File: config.mk
export PLATFORM = sky130hd
export DESIGN_NAME = truth_table_sweeper
export DESIGN_NICKNAME = d
export VERILOG_FILES = /design/src/rtl/truth_table_sweeper.sv
export SDC_FILE = /design/constraint.sdc
export NUM_CORES = 1
export LEC_CHECK = 0
export ABC_AREA = 1
export CORE_ASPECT_RATIO = 1.4
export CORE_MARGIN = 1.5
export CORE_UTILIZATION = 41
export CTS_CLUSTER_SIZE = 14
export DETAILED_ROUTE_END_ITERATION = 8
export GPL_TIMING_DRIVEN = 0
export PLACE_DENSITY_LB_ADDON = 0.05
export SLEW_MARGIN = 15
export SYNTH_ARGS = -nofsm -noshare
export SYNTH_HDL_FRONTEND = slang
export SYNTH_SLANG_ARGS = --single-unit
File: constraint.sdc
create_clock -name clk -period 2.25 [get_ports clk]
set_clock_uncertainty 0.05 [all_clocks]
set_input_delay 0.45 -clock clk [delete_from_list [all_inputs] [get_ports clk]]
set_output_delay 0.45 -clock clk [all_outputs]
set_load 0.02 [all_outputs]
File: src/rtl/truth_table_sweeper.sv
`default_nettype none
//------------------------------------------------------------------------------
// Module      : truth_table_sweeper
// Description : Walks every input vector of a set of 3-input expression blocks,
//               holds each vector for a settle period, samples the block
//               outputs into per-function truth tables and flags any function
//               whose table differs from a golden table.
// Revision    : 1.0 - initial release
//------------------------------------------------------------------------------
module truth_table_sweeper #(
    parameter int N_IN   = 3,
    parameter int N_FUNC = 3,
    parameter int SETTLE = 1
) (
    input  logic                            clk,
    input  logic                            rst_n,
    input  logic                            start,
    input  logic [N_FUNC*(2**N_IN)-1:0]     expected,
    input  logic [N_FUNC-1:0]               f_in,
    output logic [N_IN-1:0]                 abc,
    output logic                            busy,
    output logic                            done,
    output logic [N_FUNC*(2**N_IN)-1:0]     captured_table,
    output logic [N_FUNC-1:0]               mismatch
);

    localparam int              c_VEC      = 2**N_IN;
    localparam int              c_TW       = N_FUNC*c_VEC;
    localparam logic [3:0]      c_CNT_LOAD = 4'(SETTLE-1);
    localparam logic [N_IN-1:0] c_IDX_LAST = N_IN'(c_VEC-1);

    typedef enum logic [1:0] {
        S_IDLE   = 2'd0,
        S_SETTLE = 2'd1,
        S_SAMPLE = 2'd2,
        S_DONE   = 2'd3
    } state_t;

    state_t            r_state, w_state_nxt;
    logic [N_IN-1:0]   r_idx, w_idx_nxt;
    logic [3:0]        r_cnt, w_cnt_nxt;
    logic [N_IN-1:0]   r_abc, w_abc_nxt;
    logic              r_busy, w_busy_nxt;
    logic              r_done, w_done_nxt;
    logic [c_TW-1:0]   r_table, w_table_nxt;
    logic [N_FUNC-1:0] r_mismatch, w_mismatch_nxt;
    logic [N_FUNC-1:0] w_slice_diff;

    // Per-function comparison of the captured table against the golden table.
    genvar gf;
    generate
        for (gf = 0; gf < N_FUNC; gf++) begin : g_slice_diff
            assign w_slice_diff[gf] = |(r_table[gf*c_VEC +: c_VEC] ^ expected[gf*c_VEC +: c_VEC]);
        end
    endgenerate

    // State register and registered outputs; reset discards any partial sweep.
    always_ff @(posedge clk) begin
        if (!rst_n) begin
            r_state    <= S_IDLE;
            r_idx      <= '0;
            r_cnt      <= '0;
            r_abc      <= '0;
            r_busy     <= 1'b0;
            r_done     <= 1'b0;
            r_table    <= '0;
            r_mismatch <= '0;
        end else begin
            r_state    <= w_state_nxt;
            r_idx      <= w_idx_nxt;
            r_cnt      <= w_cnt_nxt;
            r_abc      <= w_abc_nxt;
            r_busy     <= w_busy_nxt;
            r_done     <= w_done_nxt;
            r_table    <= w_table_nxt;
            r_mismatch <= w_mismatch_nxt;
        end
    end

    // Next-state and next-output logic; outputs are precomputed so that the
    // registered abc/busy line up with the state they describe.
    always_comb begin
        w_state_nxt    = r_state;
        w_idx_nxt      = r_idx;
        w_cnt_nxt      = r_cnt;
        w_abc_nxt      = r_abc;
        w_busy_nxt     = r_busy;
        w_done_nxt     = 1'b0;
        w_table_nxt    = r_table;
        w_mismatch_nxt = r_mismatch;
        case (r_state)
            S_IDLE: begin
                w_abc_nxt  = '0;
                w_busy_nxt = 1'b0;
                if (start) begin
                    w_table_nxt    = '0;
                    w_mismatch_nxt = '0;
                    w_idx_nxt      = '0;
                    w_cnt_nxt      = c_CNT_LOAD;
                    w_abc_nxt      = '0;
                    w_busy_nxt     = 1'b1;
                    w_state_nxt    = S_SETTLE;
                end
            end
            S_SETTLE: begin
                if (r_cnt == 4'd0) begin
                    w_state_nxt = S_SAMPLE;
                end else begin
                    w_cnt_nxt = r_cnt - 4'd1;
                end
            end
            S_SAMPLE: begin
                // Decoded write keeps every table index a constant.
                for (int f = 0; f < N_FUNC; f++) begin
                    for (int v = 0; v < c_VEC; v++) begin
                        if (r_idx == N_IN'(v)) begin
                            w_table_nxt[f*c_VEC + v] = f_in[f];
                        end
                    end
                end
                if (r_idx == c_IDX_LAST) begin
                    w_abc_nxt   = '0;
                    w_busy_nxt  = 1'b0;
                    w_state_nxt = S_DONE;
                end else begin
                    w_idx_nxt   = r_idx + 1'b1;
                    w_abc_nxt   = r_idx + 1'b1;
                    w_cnt_nxt   = c_CNT_LOAD;
                    w_state_nxt = S_SETTLE;
                end
            end
            S_DONE: begin
                w_mismatch_nxt = w_slice_diff;
                w_done_nxt     = 1'b1;
                w_abc_nxt      = '0;
                w_busy_nxt     = 1'b0;
                w_state_nxt    = S_IDLE;
            end
            default: begin
                w_state_nxt = S_IDLE;
            end
        endcase
    end

    assign abc            = r_abc;
    assign busy           = r_busy;
    assign done           = r_done;
    assign captured_table = r_table;
    assign mismatch       = r_mismatch;

endmodule
`default_nettype wire

Word-level counts from Yosys, hierarchy flattened

Cells that the tools add are included.

Register bits after elaboration: 41

$add $sub $neg: 2
Equality and inequality tests: 22
Mux-type cells: 44
Bitwise operators: 3
Reductions and logical operators: 25

Operators with widths:

| kind                | count |
|---|---|
| $pmux 24 s2         | 1 |
| $mux 1              | 27 |
| $reduce_and 3->1    | 9 |
| $mux 24             | 1 |
| $ne 2x2->1 const B  | 12 |
| $reduce_or 8->1     | 3 |
| $xor 8x8->8         | 3 |
| $pmux 3 s2          | 3 |
| $eq 3x3->1 const B  | 4 |
| $mux 4              | 3 |
| $pmux 4 s3          | 1 |
| $mux 3              | 3 |
| $pmux 2 s4          | 1 |
| $eq 3x2->1 const B  | 2 |
| $mux 2              | 3 |
| $reduce_and 2->1    | 3 |
| $reduce_bool 2->1   | 3 |
| $reduce_bool 3->1   | 2 |
| $eq 2x2->1 const B  | 2 |
| $logic_not 4->1     | 1 |
| $reduce_and 4->1    | 1 |
| $sub 4x1->4 const B | 1 |
| $add 3x1->3 const B | 1 |
| $eq 3x1->1 const B  | 1 |
| 5 further kinds     | 5 |

Logic depth before layout (Yosys ltp)

Gate-level depths: netlist of run 1.

Word-level depth: 3
Gate-level depth with buffers: 9
Gate-level depth less buffers: 9

Worst setup path before layout of run 1

No wires, ideal clock.

Path type: register to register
Start: register r_idx[0]
End: register r_cnt[3]
Library setup time: 114 ps
Data arrival time: 1335 ps
Required time: 2086 ps
Slack: 751 ps
Stages on the path, launching flop included: 9
Buffers on the path: 0
Period minus slack after synthesis: 1499 ps
Path through: dfxtp_1 -> ha_1 -> ha_1 -> nand2_1 -> inv_1 -> nor2_1 -> nand2_1 -> a21oi_1 -> nor2_1

Longest elaborated chain between the ends: 3

RTL lines:

| item                              | RTL line | source |
|---|---|---|
| start: declaration                | 40       | `logic [N_IN-1:0] r_idx, w_idx_nxt;` |
| start signal: assignment          | 70       | `r_idx <= w_idx_nxt;` |
| $eq 3x3->1                        | 121      | `if (r_idx == c_IDX_LAST) begin` |
| $ne 2x2->1 (no source line)       | --       |  |
| $reduce_and 4->1 (no source line) | --       |  |
| end signal: assignment            | 71       | `r_cnt <= w_cnt_nxt;` |
| end: declaration                  | 41       | `logic [3:0] r_cnt, w_cnt_nxt;` |

No other way between the ends.
A chain may end at the register's enable or synchronous reset.

Worst setup path in the final report of run 1

Start: register r_table[19], in the netlist captured_table[19]
End: output port captured_table[19]

RTL lines:

| item                     | RTL line | source |
|---|---|---|
| start: declaration       | 45       | `logic [c_TW-1:0] r_table, w_table_nxt;` |
| start signal: assignment | 75       | `r_table <= w_table_nxt;` |
| end: declaration         | 23       | `output logic [N_FUNC*(2**N_IN)-1:0] captured_table,` |

No word-level cell between the ends.

==> impl_metrics.env, run 1 <==
export IMPL_outcome="complete, no violations"
export IMPL_drv_cap=0
export IMPL_initial_utilization_pct=42.29
export IMPL_routabilityCongestion=0.7739
export IMPL_cp_endpoint="captured_table[19]"
export IMPL_postCtsResizedCells=0
export IMPL_worst_ep_required_time_ns=1.75
export IMPL_maxSlewHeadroom_pct=68.62
export IMPL_rsz0062_at_grt="no"
export IMPL_cp_max_fo=3
export IMPL_num_io_pins=62
export IMPL_avgRoutedWirePerCell_um=11.47
export IMPL_grt_max_degree=13
export IMPL_finalPower_mw=4.266
export IMPL_synth_warnings=0
export IMPL_cts_sinks=41
export IMPL_antenna_found_initial=0
export IMPL_cts_tree="yes"
export IMPL_path_class="flip-flop to output pin"
export IMPL_grt_pass1_wl_mm=9.094
export IMPL_syn_nets=383
export IMPL_final_common_cell="nand2_1"
export IMPL_clk_pin_slew_ns=0.08
export IMPL_min_path_type="flip-flop to flip-flop"
export IMPL_area_growth_syn_to_layout_pct=35.01
export IMPL_nFillCells=561
export IMPL_dp_hpwl_mm=4.251
export IMPL_die_width_um=66.57
export IMPL_r2r_start="r_state[0]$_SDFFE_PN0P_"
export IMPL_max_freq_mhz=549.6
export IMPL_dr_first_iter_drc_count=63
export IMPL_rrSetupSlack_ns=0.56
export IMPL_dr_total_vias=2222
export IMPL_r2r_end="captured_table[9]$_SDFFE_PN0P_"
export IMPL_grt_pass1_vias=2067
export IMPL_crit_cells=1
export IMPL_synth_seq_cells=41
export IMPL_worstSetupStartpoint="captured_table[19]$_SDFFE_PN0P_"
export IMPL_path_buf_inv=1
export IMPL_die_h_um=92
export IMPL_fin_crit_sh_pct=80.87
export IMPL_wl_mm=5.460
export IMPL_synthCells=339
export IMPL_crit_path_end_kind="output pin"
export IMPL_drive_gt1_share_pct=5.392
export IMPL_yosys_cell_types_count=22
export IMPL_cts_buffers=5
export IMPL_io_buffers=61
export IMPL_start_kind="flip-flop"
export IMPL_hold_violations=0
export IMPL_die_area_sq_um=6124
export IMPL_layout_common_cells="102 x nand2_1, 61 x clkdlybuf4s50_1, 58 x inv_1, 42 x a21oi_1, 41 x dfxtp_1"
export IMPL_firstDrtPassIters=4
export IMPL_slowest_delay_ns=0.62
export IMPL_nets=451
export IMPL_crit_family="buffers and inverters"
export IMPL_rr_worst_depth=9
export IMPL_vdd_drop_max_v=0.0006859
export IMPL_powerDensity_nw_per_um2=1362
export IMPL_synthesis_area_sq_um=2320
export IMPL_rows=32
export IMPL_cp_slowest_cell="clkdlybuf4s50_1"
export IMPL_core_sq_um=5485
export IMPL_synth_area_per_cell_sq_um=6.843
export IMPL_grt_util_all_layers_pct=19.37
export IMPL_cts_root_buf="clkbuf_8"
export IMPL_cts_htree_levels=2
export IMPL_p_leak_nw=1.373
export IMPL_worstPathCellList="clkdlybuf4s50_1"
export IMPL_final_max_slew_violation_count=0
export IMPL_drtAntennaViolNets=0
export IMPL_worstMarginPinSlew_ns=0.4706
export IMPL_antennaDiodeCount=0
export IMPL_worstHoldStart="abc[0]$_SDFFE_PN0P_"
export IMPL_period_minus_slack_ns=1.820
export IMPL_fin_tns_setup_ns=0
export IMPL_clock_path_buffers=2
export IMPL_clk_latency_ns=0.29
export IMPL_vias_per_cell=4.668
export IMPL_grt_ovfl_total=0
export IMPL_seq_area_frac_synth_pct=35.38
export IMPL_hold_buffers=0
export IMPL_post_cts_buffers=0
export IMPL_worstPathArrival_ns=1.32
export IMPL_drc_errors=0
export IMPL_report_final_setup_viol=0
export IMPL_utilization_pct=57.09
==> registers in the layout (all words and copies together) (netlist names) <==
name,flops
mismatch,3
busy,1
abc,3
r_state,2
done,1
captured_table,24
r_cnt,4
r_idx,3
==> kinds of logic (layout without fill, tap and decap cells) <==
| kind of cell | count (synthesis) | after routing | share of synthesized area, % |
|---|---|---|---|
| AOI/OAI and AO/OA | 71 | 71 | 16.18 |
| xor gates and xnor gates | 10 | 10 | 3.775 |
| adders and majority gates | 14 | 14 | 7.551 |
| buffers and inverters | 64 | 133 | 11.54 |
| DFF | 41 | 41 | 35.38 |
| and+or+nand+nor | 139 | 139 | 25.57 |
==> where the power goes <==
part | internal, mW | switching, mW
clock network | 0.362 | 0.254
registers | 1.01 | 0.241
logic | 1.00 | 1.40
total | 2.37 | 1.89
==> layer usage <==
metal / routed length, um / track usage, %
met1: 2381 / 22.78
met2: 2683 / 32.75
met3: 241 / 4.540
met4: 153 / 8.503
met5: 0 / 0
==> synth_stat cells <==
cell type | n | area (sq um)
a211oi_1 | 2 | 15.01
a21oi_1 | 42 | 210.2
a311oi_1 | 1 | 8.760
buf_12 | 1 | 20.02
buf_2 | 1 | 5.000
clkbuf_1 | 2 | 7.510
clkbuf_8 | 1 | 13.76
dfxtp_1 | 41 | 820.8
ha_1 | 14 | 175.2
inv_1 | 58 | 217.7
inv_2 | 1 | 3.750
nand2_1 | 102 | 382.9
nand2_4 | 4 | 45.04
nand3_1 | 7 | 35.03
nor2_1 | 18 | 67.56
nor2_2 | 3 | 18.77
nor2_4 | 3 | 33.78
nor3_1 | 2 | 10.01
o21ai_0 | 15 | 75.07
o21ai_1 | 10 | 50.05
o21ai_4 | 1 | 16.27
xnor2_1 | 10 | 87.58
==> area by class of cell <==
type | count | area, sq um | share of cell area (%)
inverter | 59 | 221.5 | 7.072
multi-input combinational | 234 | 1231 | 39.31
clock buffer | 7 | 86.33 | 2.757
tap | 68 | 85.08 | 2.717
clock inverter | 1 | 30.03 | 0.9589
timing repair buffer | 61 | 610.6 | 19.50
buffer | 5 | 46.29 | 1.478
sequential | 41 | 820.8 | 26.21
==> worst min-delay path by stage <==
| stage | to | cells past startpoint |
|---|---|---|
| 2_1_floorplan | r_cnt[1]$_SDFFE_PN0P_ | 2 |
| 3_3_place_gp | abc[0]$_SDFFE_PN0P_ | 2 |
| 3_5_place_dp | abc[0]$_SDFFE_PN0P_ | 2 |
| 4_1_cts | abc[0]$_SDFFE_PN0P_ | 2 |
| 5_1_grt | abc[1]$_SDFFE_PN0P_ | 2 |
| 6_report | abc[0]$_SDFFE_PN0P_ | 2 |
==> through the flow <==
| step | hold WS [ns] | instance area, sq um | setup slack (ns) | cells |
|---|---|---|---|---|
| after floorplan | 0.4039 | 2320 | 0.7512 | 339 |
| final | 0.4175 | 3132 | 0.4303 | 476 |
| after detailed placement | 0.4058 | 3015 | 0.2260 | 468 |
| after global routing | 0.4377 | 3132 | 0.3299 | 476 |
| after CTS | 0.4231 | 3132 | 0.4214 | 476 |
| after global placement | 0.4016 | 3015 | 0.2017 | 468 |
Power figures use the tool's default switching activity.
==> run 2, diff against run 1 <==
- clock period: 2.25 -> 1.5 ns (I/O delays scaled with it)
==> impl_metrics.env, run 2 (synthesis results as in run 1) <==
export IMPL_rr_worst_depth=7
export IMPL_grt_max_degree=13
export IMPL_slowest_delay_ns=0.36
export IMPL_cts_sinks=41
export IMPL_dr_first_iter_drc_count=60
export IMPL_r2r_end="captured_table[10]$_SDFFE_PN0P_"
export IMPL_io_buffers=61
export IMPL_finalPower_mw=6.627
export IMPL_worstPathArrival_ns=1.60
export IMPL_maxSlewHeadroom_pct=78.81
export IMPL_crit_path_end_kind="flip-flop"
export IMPL_rows=32
export IMPL_powerDensity_nw_per_um2=2032
export IMPL_crit_cells=7
export IMPL_clk_pin_slew_ns=0.08
export IMPL_cts_root_buf="clkbuf_8"
export IMPL_cts_htree_levels=2
export IMPL_grt_pass1_wl_mm=9.363
export IMPL_r2r_start="r_state[0]$_SDFFE_PN0P_"
export IMPL_layout_common_cells="99 x nand2_1, 50 x inv_1, 37 x a21oi_1, 37 x dfxtp_1, 32 x dlygate4sd2_1"
export IMPL_firstDrtPassIters=4
export IMPL_period_minus_slack_ns=1.458
export IMPL_wl_mm=5.672
export IMPL_cp_max_fo=6
export IMPL_fin_crit_sh_pct=97.23
export IMPL_rsz0062_at_grt="yes"
export IMPL_drv_cap=0
export IMPL_report_final_setup_viol=0
export IMPL_max_freq_mhz=685.6
export IMPL_num_io_pins=62
export IMPL_p_leak_nw=1.549
export IMPL_core_sq_um=5485
export IMPL_final_common_cell="nand2_1"
export IMPL_placed_cell_area_sq_um=3015
export IMPL_dr_total_vias=2273
export IMPL_cts_buffers=5
export IMPL_drtAntennaViolNets=0
export IMPL_dp_hpwl_mm=4.251
export IMPL_crit_family="compound AO/OA/AOI/OAI gates"
export IMPL_area_growth_syn_to_layout_pct=40.61
export IMPL_cts_tree="yes"
export IMPL_vdd_drop_max_v=0.001121
export IMPL_utilization_pct=59.47
export IMPL_nets=456
export IMPL_path_class="flip-flop to flip-flop"
export IMPL_worstHoldStart="mismatch[0]$_SDFFE_PN0P_"
export IMPL_clk_latency_ns=0.29
export IMPL_whs_ns=0.4152
export IMPL_die_width_um=66.57
export IMPL_die_h_um=92
export IMPL_grt_pass1_vias=2110
export IMPL_routabilityCongestion=0.7739
export IMPL_final_area_sq_um=3262
export IMPL_start_kind="flip-flop"
export IMPL_drc_errors=0
export IMPL_final_max_slew_violation_count=0
export IMPL_worst_ep_required_time_ns=1.64
export IMPL_largest_reg_flops=24
export IMPL_clock_path_buffers=2
export IMPL_grt_util_all_layers_pct=19.87
export IMPL_fin_tns_setup_ns=0
export IMPL_whs_path_depth=2
export IMPL_grt_ovfl_total=0
export IMPL_holdPathEnd="mismatch[0]$_SDFFE_PN0P_"
export IMPL_hold_violations=0
export IMPL_initial_utilization_pct=42.29
export IMPL_nFillCells=551
export IMPL_outcome="complete, no violations"
export IMPL_die_area_sq_um=6124
export IMPL_vias_per_cell=4.726
export IMPL_min_path_type="flip-flop to flip-flop"
export IMPL_drive_gt1_share_pct=14.04
export IMPL_antennaDiodeCount=0
export IMPL_worstPathCellList="inv_4 -> ha_4 -> clkinvlp_4 -> a21oi_4 -> nor2_4 -> o21ai_0 -> a21oi_1"
export IMPL_path_buf_inv=2
export IMPL_rrSetupSlack_ns=0.04
export IMPL_worstMarginPinSlew_ns=0.3168
export IMPL_antenna_found_initial=0
export IMPL_cp_slowest_cell="dfxtp_4"
export IMPL_avgRoutedWirePerCell_um=11.79
-- run 2: cell count changes in the layout (fill, tap and decap cells not counted), sizes merged --
cell / before / now
buf: 2 / 7
clkinvlp: 0 / 1
dlygate4sd2: 0 / 32
inv: 59 / 58
clkdlybuf4s50: 61 / 29
-- run 2: worst min-delay path, cell delays in order, from the launching register on --
cell and delay, ns:
dfxtp_1 0.31, nand2_1 0.06, a21oi_1 0.05
-- run 2: repair_timing --
action,CTS,global route
gates resized for setup,55,30
gates cloned,0,0
setup endpoints to repair,72,35
pin swaps,3,4
hold buffers,0,0
buffers inserted,1,4
-- run 2: worst max path at each step --
stage	end	start
floorplan	r_cnt[3]$_SDFFE_PN0P_	r_idx[0]$_SDFFE_PN0P_
global placement	mismatch[1]$_SDFFE_PN0P_	rst_n
detailed placement	abc[2]$_SDFFE_PN0P_	rst_n
CTS	captured_table[2]$_SDFFE_PN0P_	r_state[0]$_SDFFE_PN0P_
global route	r_idx[0]$_SDFFE_PN0P_	r_state[0]$_SDFFE_PN0P_
finish	captured_table[10]$_SDFFE_PN0P_	r_state[0]$_SDFFE_PN0P_
-- run 2: stage by stage --
stage,setup WS (ns),cells
3_3_place_gp,-0.3983,468
2_1_floorplan,0.001179,339
5_1_grt,-0.05562,481
4_1_cts,-0.0002959,477
6_report,0.04150,481
3_5_place_dp,-0.3740,468
-- run 2: routing by layer --
layer / track usage [%] / up-vias / share of wire (%)
met3: 4.540 / 14 / 4.6
li1: - / 1202 / -
met2: 33.92 / 48 / 49
met1: 23.24 / 1009 / 43
met4: 8.503 / 0 / 3.3
met5: 0 / - / 0
-- run 2: where the power goes --
group | internal (mW) | total [mW] | switching, mW
clock network | 0.543 | 0.924 | 0.381
registers | 1.53 | 1.89 | 0.363
logic | 1.49 | 3.81 | 2.32
-- run 2: final cells by class --
class / instances / area, sq um / area share [%]
buffer: 5 / 48.80 / 1.496
inverter: 59 / 230.2 / 7.058
timing repair buffer: 66 / 608.1 / 18.64
tap: 68 / 85.08 / 2.608
clock inverter: 1 / 30.03 / 0.9206
clock buffer: 7 / 86.33 / 2.647
sequential: 41 / 830.8 / 25.47
multi-input combinational: 234 / 1343 / 41.16
